**config.mk**
```make
export PLATFORM = sky130hd
export DESIGN_NAME = distram_fifo_pro
export DESIGN_NICKNAME = d
export VERILOG_FILES = /design/src/rtl/distram_fifo_pro.sv
export SDC_FILE = /design/constraint.sdc
export NUM_CORES = 2
export LEC_CHECK = 0
export BUFFER_PORTS_ARGS = -buffer_cell sky130_fd_sc_hd__buf_4
export CAP_MARGIN = 5
export CORE_ASPECT_RATIO = 0.75
export CORE_UTILIZATION = 45
export DETAILED_ROUTE_END_ITERATION = 16
export GPL_TIMING_DRIVEN = 0
export PLACE_DENSITY = 0.6
export SLEW_MARGIN = 25
export SYNTH_ARGS = -nofsm -noshare
export SYNTH_HDL_FRONTEND = slang
export SYNTH_SLANG_ARGS = --single-unit
```
**constraint.sdc**
```tcl
create_clock -name clk -period 10.8 [get_ports clk]
set_input_delay 2.16 -clock clk [delete_from_list [all_inputs] [get_ports clk]]
set_output_delay 2.16 -clock clk [all_outputs]
set_load 0.01 [all_outputs]
```
**src/rtl/distram_fifo_pro.sv**
```systemverilog
// distram_fifo_pro: parameterised distributed-RAM FIFO with true full
// detection, sticky overflow/underflow, almost flags, synchronous flush
// and optional first-word-fall-through output stage.
module distram_fifo_pro #(
    parameter int FIFO_WIDTH                 = 64,
    parameter int FIFO_DEPTH_BITS            = 5,
    parameter int FIFO_ALMOSTFULL_THRESHOLD  = 2**FIFO_DEPTH_BITS - 6,
    parameter int FIFO_ALMOSTEMPTY_THRESHOLD = 2,
    parameter int FWFT                       = 0
) (
    input  logic                       clk,
    input  logic                       reset_n,
    input  logic                       clr,
    input  logic                       we,
    input  logic [FIFO_WIDTH-1:0]      din,
    output logic                       full,
    output logic                       almostfull,
    output logic                       overflow,
    input  logic                       re,
    output logic                       valid,
    output logic [FIFO_WIDTH-1:0]      dout,
    output logic                       empty,
    output logic                       almostempty,
    output logic                       underflow,
    output logic [FIFO_DEPTH_BITS:0]   count
);

    localparam int               CAP     = 2**FIFO_DEPTH_BITS;
    localparam int               PW      = FIFO_DEPTH_BITS + 1;
    localparam logic [PW-1:0]    CAP_CNT = PW'(CAP);

    // Storage is left unreset so it maps onto distributed RAM.
    logic [FIFO_WIDTH-1:0] r_mem [CAP];

    logic [PW-1:0]         r_wptr;
    logic [PW-1:0]         r_rptr;
    logic [PW-1:0]         r_count;
    logic [FIFO_WIDTH-1:0] r_dout;
    logic                  r_valid;
    logic                  r_ovf;
    logic                  r_udf;

    logic w_ram_ne;   // RAM (not counting output register) holds a word
    logic w_full;
    logic w_empty;
    logic w_wr;       // accepted write
    logic w_rd;       // accepted read (standard) / pop (FWFT)
    logic w_rd_ok;    // a readable word exists this cycle
    logic w_load;     // output register takes the RAM head word

    // Accept/load decode; FWFT moves the RAM head into the output register
    // whenever that register is free or being popped.
    always_comb begin
        w_ram_ne = (r_wptr != r_rptr);
        w_full   = (r_count == CAP_CNT);
        w_wr     = we & ~w_full;
        w_rd_ok  = 1'b0;
        w_rd     = 1'b0;
        w_load   = 1'b0;
        w_empty  = 1'b1;
        if (FWFT != 0) begin
            w_rd_ok = r_valid;
            w_rd    = re & r_valid;
            w_load  = (~r_valid | w_rd) & w_ram_ne;
            w_empty = ~r_valid;
        end else begin
            w_rd_ok = w_ram_ne;
            w_rd    = re & w_ram_ne;
            w_load  = w_rd;
            w_empty = ~w_ram_ne;
        end
    end

    // RAM write port; flush suppresses the write so a cleared FIFO stays empty.
    always_ff @(posedge clk) begin
        if (w_wr && !clr) begin
            r_mem[r_wptr[FIFO_DEPTH_BITS-1:0]] <= din;
        end
    end

    // Pointers, count, output register and sticky error flags.
    always_ff @(posedge clk or negedge reset_n) begin
        if (!reset_n) begin
            r_wptr  <= '0;
            r_rptr  <= '0;
            r_count <= '0;
            r_dout  <= '0;
            r_valid <= 1'b0;
            r_ovf   <= 1'b0;
            r_udf   <= 1'b0;
        end else if (clr) begin
            // dout intentionally keeps its last value across a flush
            r_wptr  <= '0;
            r_rptr  <= '0;
            r_count <= '0;
            r_valid <= 1'b0;
            r_ovf   <= 1'b0;
            r_udf   <= 1'b0;
        end else begin
            if (w_wr) begin
                r_wptr <= r_wptr + PW'(1);
            end
            if (w_load) begin
                r_rptr <= r_rptr + PW'(1);
                r_dout <= r_mem[r_rptr[FIFO_DEPTH_BITS-1:0]];
            end
            if (FWFT != 0) begin
                r_valid <= w_load | (r_valid & ~w_rd);
            end else begin
                r_valid <= w_rd;
            end
            case ({w_wr, w_rd})
                2'b10:   r_count <= r_count + PW'(1);
                2'b01:   r_count <= r_count - PW'(1);
                default: r_count <= r_count;
            endcase
            if (we && w_full) begin
                r_ovf <= 1'b1;
            end
            if (re && !w_rd_ok) begin
                r_udf <= 1'b1;
            end
        end
    end

    assign full        = w_full;
    assign almostfull  = (int'(r_count) >= FIFO_ALMOSTFULL_THRESHOLD);
    assign almostempty = (int'(r_count) <= FIFO_ALMOSTEMPTY_THRESHOLD);
    assign empty       = w_empty;
    assign overflow    = r_ovf;
    assign underflow   = r_udf;
    assign valid       = r_valid;
    assign dout        = r_dout;
    assign count       = r_count;

endmodule

```
Word level (Yosys, flattened, before mapping)

Memories as Yosys holds them, arrays and structs flattened. A register that Yosys moved wholly into a read port is not among the register bits.
Index checks and enable logic that the tools add are counted.

Flip-flop bits (word level): 21
Bits in latches: 0
Bits in writable memories: 2048
Memory bits (read-only): 0
Input bits: 69
Logic and storage cells: 47
Memories: 1

Memories:

| name  | words | bits a word | read ports | clocked after memory_dff | write ports | line | text |
|---|---|---|---|---|---|---|---|
| r_mem | 32    | 64          | 1          | 1                        | 1           | 33   | `logic [FIFO_WIDTH-1:0] r_mem [CAP];` |

$add $sub $neg: 4
Multiply operators: 0
Div/mod/pow operators: 0
Order comparisons: 2
Eq/ne operators: 4
Shifts and indexed selects: 0
Muxes and demuxes: 13
Bitwise gates (word level): 5
Reductions and logical operators: 12

Operator list:

| kind                                                                                 | count |
|---|---|
| 6-bit two-way mux                                                                    | 5 |
| 6-bit by 1-bit adder with 6-bit output (second input constant)                       | 3 |
| 6-bit case mux with 2 select lines                                                   | 1 |
| 2-bit nonzero test                                                                   | 4 |
| 1-bit two-way mux                                                                    | 7 |
| 6-bit == test (second input constant)                                                | 1 |
| 6-bit by 5-bit greater-or-equal comparator with 1-bit output (second input constant) | 1 |
| 6-bit by 2-bit less-or-equal comparator with 1-bit output (second input constant)    | 1 |
| 6-bit inequality test                                                                | 1 |
| 6-bit by 1-bit subtractor with 6-bit output (second input constant)                  | 1 |
| 1-bit logical AND                                                                    | 3 |
| 1-bit zero test                                                                      | 3 |
| 1-bit NOT                                                                            | 3 |
| 3-bit nonzero test                                                                   | 1 |
| 1-bit AND                                                                            | 2 |
| 2-bit by 1-bit == test with 1-bit output (second input constant)                     | 1 |
| 2-bit == test (second input constant)                                                | 1 |
| 2-bit AND reduction                                                                  | 1 |

Depth between registers and ports, before layout

Depth in word-level cells: 6
Gate-level depth with buffers: 11
Mapped depth without buffers: 10

Worst setup path before layout

No wires, ideal clock.

Path type: input to register
Start: input port we
End: memory r_mem[28][0] (enable)
Library setup time: 487 ps
Data arrival time: 5521 ps
Data required time: 10313 ps
Path slack: 4792 ps
Cell stages on the path: 5
Buffers on the path: 0
Cell sequence: inv_1 > a31o_2 > nor2_1 > nand2_1 > nor2_1

Cells in the longest elaborated chain, start to end: 4

Ends and longest elaborated chain:

| what                                    | line | text |
|---|---|---|
| from (decl)                             | 14   | `input logic we,` |
| 1-bit AND                               | 56   | `w_wr = we & ~w_full;` |
| 1-bit logical AND                       | 76   | `if (w_wr && !clr) begin` |
| 1-bit two-way mux                       | 76   |  |
| 1-bit two-way mux (not written as such) | 77   | `r_mem[r_wptr[FIFO_DEPTH_BITS-1:0]] <= din;` |
| to (decl)                               | 33   |  |

No other way between the ends.

Worst setup path in the final report

Start: register r_rptr[2]
End: output port empty

Cells in the longest elaborated chain, start to end: 2

Ends and longest elaborated chain:

| what                   | line | text |
|---|---|---|
| from (decl)            | 36   | `logic [PW-1:0] r_rptr;` |
| from (signal assigned) | 104  | `r_rptr <= r_rptr + PW'(1);` |
| 6-bit inequality test  | 54   | `w_ram_ne = (r_wptr != r_rptr);` |
| 1-bit NOT              | 70   | `w_empty = ~w_ram_ne;` |
| to (decl)              | 22   | `output logic empty,` |

No other way between the ends.

==> impl_metrics.yaml <==
finish:
  fin_nets: 4260
  mostFrequentLayoutCell: "edfxtp_1"
  fin_cells: 6738
  drive_gt1_frac: 0.262
  fillerInstances: 13600
  area_delta_synth_final_pct: 16.6
  final_cell_mix: "2048 x edfxtp_1, 454 x mux4_2, 252 x mux2i_1"
min_path:
  min_path_type: "reg -> reg"
  min_path_cells: 2
  hold_path_end: "dout[31]$_DFFE_PN0P_"
  hold_path.startpoint: "dout[31]$_DFFE_PN0P_"
cts:
  clk_latency_ps: 840
  hold_buffers: 0
  cts_buffer_depth: 3
  root_buffer: "clkbuf_16"
  clock_sinks: 2133
  cts_tree: "done"
  h-tree-depth: 4
  cts.clk_slew.worst_paths_ps: 60
  cts-resized-gates: 0
  cts_buffers: 197
  cts_setup_buffers: 0
setup_path:
  worstReg2RegStart: "r_rptr[2]$_DFFE_PN0P_"
  end_kind: "output port"
  worst-setup-path-type: "reg -> out"
  crit_required_ps: 8640
  r2r_end: "dout[53]$_DFFE_PN0P_"
  start_kind: "register"
  rrSetupSlack_ps: 6520
  reg2regPathDepth: 9
  critPathArrivalTime_ps: 2740
  critPathMaxFanout: 9
die:
  start_util: 0.456
  die_y_um: 371
  dieArea_mm2: 0.183
  num_io_pins: 146
  rows: 134
  design.core.area_mm2: 0.179
  die_x_um: 494
timing:
  final_max_slew_viol_count: 0
  hold_violations: 0
  rsz0062_at_grt: "no"
  setup_viol: 0
  timing.slew.headroom: 0.329
  fin_setup_tns_ps: 0
  fmax_mhz: 204
  min_period_ps: 4900
  period_share: 0.454
  hold_ws_ps: 490
  fin_skew_ps: 24.9
  worst_pin_slew_ps: 1010
  setup_slack_ps: 5900
power_and_ir_drop:
  fin_total_pwr_mw: 20.1
  peakVddDrop_uv: 151
  p_per_area_mw_per_mm2: 211
  p_leak_nw: 29.4
placed_design:
  portBuffers: 145
  routabilityCongestion: 0.750
  place_inst: 6364
  dp_hpwl_um: 138000
  post-place-ws_ps: 5830
logic_synthesis:
  synth_warnings: 0
  synth_ff_type: "edfxtp_1"
  yosys_register_bits: 2133
  synth_edf_count: 2048
  syn_nets: 3793
  synthDistinctLibCells: 48
  synth_area_per_cell_um2: 21.9
  synthArstFlopShare: 0.0398
  syn_area_mm2: 0.0816
  syn_inst: 3716
  seq_area_frac_synth: 0.780
global_route:
  grt_pass1_wl_um: 289000
  grt_max_degree: 45
  grt_pass1_vias: 39700
  grt_overflow: 0
  groute.usage.overall: 0.222
  antenna_found_initial: 14
drt:
  dr.pass1.iters: 5
  vias_per_cell: 5.90
  routedWlPerCell_um: 29.8
  via_count: 39700
  drt-initial-drc-count: 4870
  drt-total-wl_um: 201000
  drc: 0
  ant_nets: 0
run_status:
  outcome: "complete, no violations"
flow_run:
  drv_cap: 0
through the flow:
stage | cell area [µm²] | util
3_5_place_dp | 88800 | 0.496
5_1_grt | 95100 | 0.532
4_1_cts | 95100 | 0.532
2_1_floorplan | 81600 | -
3_3_place_gp | 85600 | 0.479
6_report | 95100 | 0.532
cells in the mapped netlist (all sizes together), types with 13 or more instances:
cell / instances / area (µm²)
dfrtp: 85 / 2130
edfxtp: 2048 / 61500
buf: 96 / 717
o221ai: 124 / 1090
mux2i: 252 / 2520
nor2: 56 / 210
a211oi: 61 / 458
nand2: 142 / 536
clkbuf: 117 / 454
a21oi: 72 / 364
mux4: 454 / 10200
o21ai: 67 / 335
o22ai: 64 / 407
xor2: 13 / 114
worst max path at each step:
stage	from	end	depth (start not counted)
2_1_floorplan	we	r_mem[28][0]$_DFFE_PP_	5
3_3_place_gp	we	r_mem[0][12]$_DFFE_PP_	6
3_5_place_dp	we	r_mem[23][11]$_DFFE_PP_	8
4_1_cts	r_rptr[4]$_DFFE_PN0P_	empty	5
5_1_grt	r_rptr[2]$_DFFE_PN0P_	empty	5
6_report	r_rptr[2]$_DFFE_PN0P_	empty	5
cells by family (layout without fill, tap and decap cells):
family	after synthesis	after routing	synth area share
AOI/OAI and AO/OA	399	399	0.0337
adders and majority gates	8	8	0.00123
and+or+nand+nor	228	228	0.0117
buffers and inverters	221	858	0.0147
muxes	706	706	0.156
DFF	2133	2133	0.780
other	0	5	0
xor gates and xnor gates	21	21	0.00226
sequential cells by signal, summed over array words and instances (netlist names):
signal / flops
count: 6
r_rptr: 6
r_wptr: 6
underflow: 1
valid: 1
overflow: 1
r_mem: 2048
dout: 64
per-layer routing:
metal | track usage | routed length [µm] | vias to the layer above
met1 | 0.346 | 93000 | 21200
met3 | 0.0494 | 16400 | 235
met5 | 0 | 49 | -
met4 | 0.0540 | 4120 | 8
li1 | - | - | 16700
met2 | 0.317 | 87400 | 1556
final cells by class:
cell class / instances / area [µm²] / share of cell area
Antenna cell: 5 / 12.5 / 0.000132
Buffer: 213 / 1180 / 0.0124
Clock buffer: 284 / 5500 / 0.0578
Clock inverter: 85 / 776 / 0.00816
Inverter: 8 / 30.0 / 0.000316
Multi-Input combinational cell: 1362 / 17000 / 0.179
Sequential cell: 2133 / 63600 / 0.669
Tap cell: 2380 / 2980 / 0.0313
Timing Repair Buffer: 268 / 4020 / 0.0423
worst max-delay path: stages, from the launching register on:
cell and delay (ps):
dfrtp_1 320, buf_2 690, xor2_1 200, or2_2 370, nor2_1 190, buf_4 150
where the power goes:
part           total (mW)  switching (mW)  leakage [nW]  internal [mW]
combinational        3.84            2.04          6.88           1.80
clock                6.85            3.02          3.06           3.83
sequential           9.37           0.127          19.5           9.24
total                20.1            5.19          29.4           14.9
(Power assumes the default switching activity.)
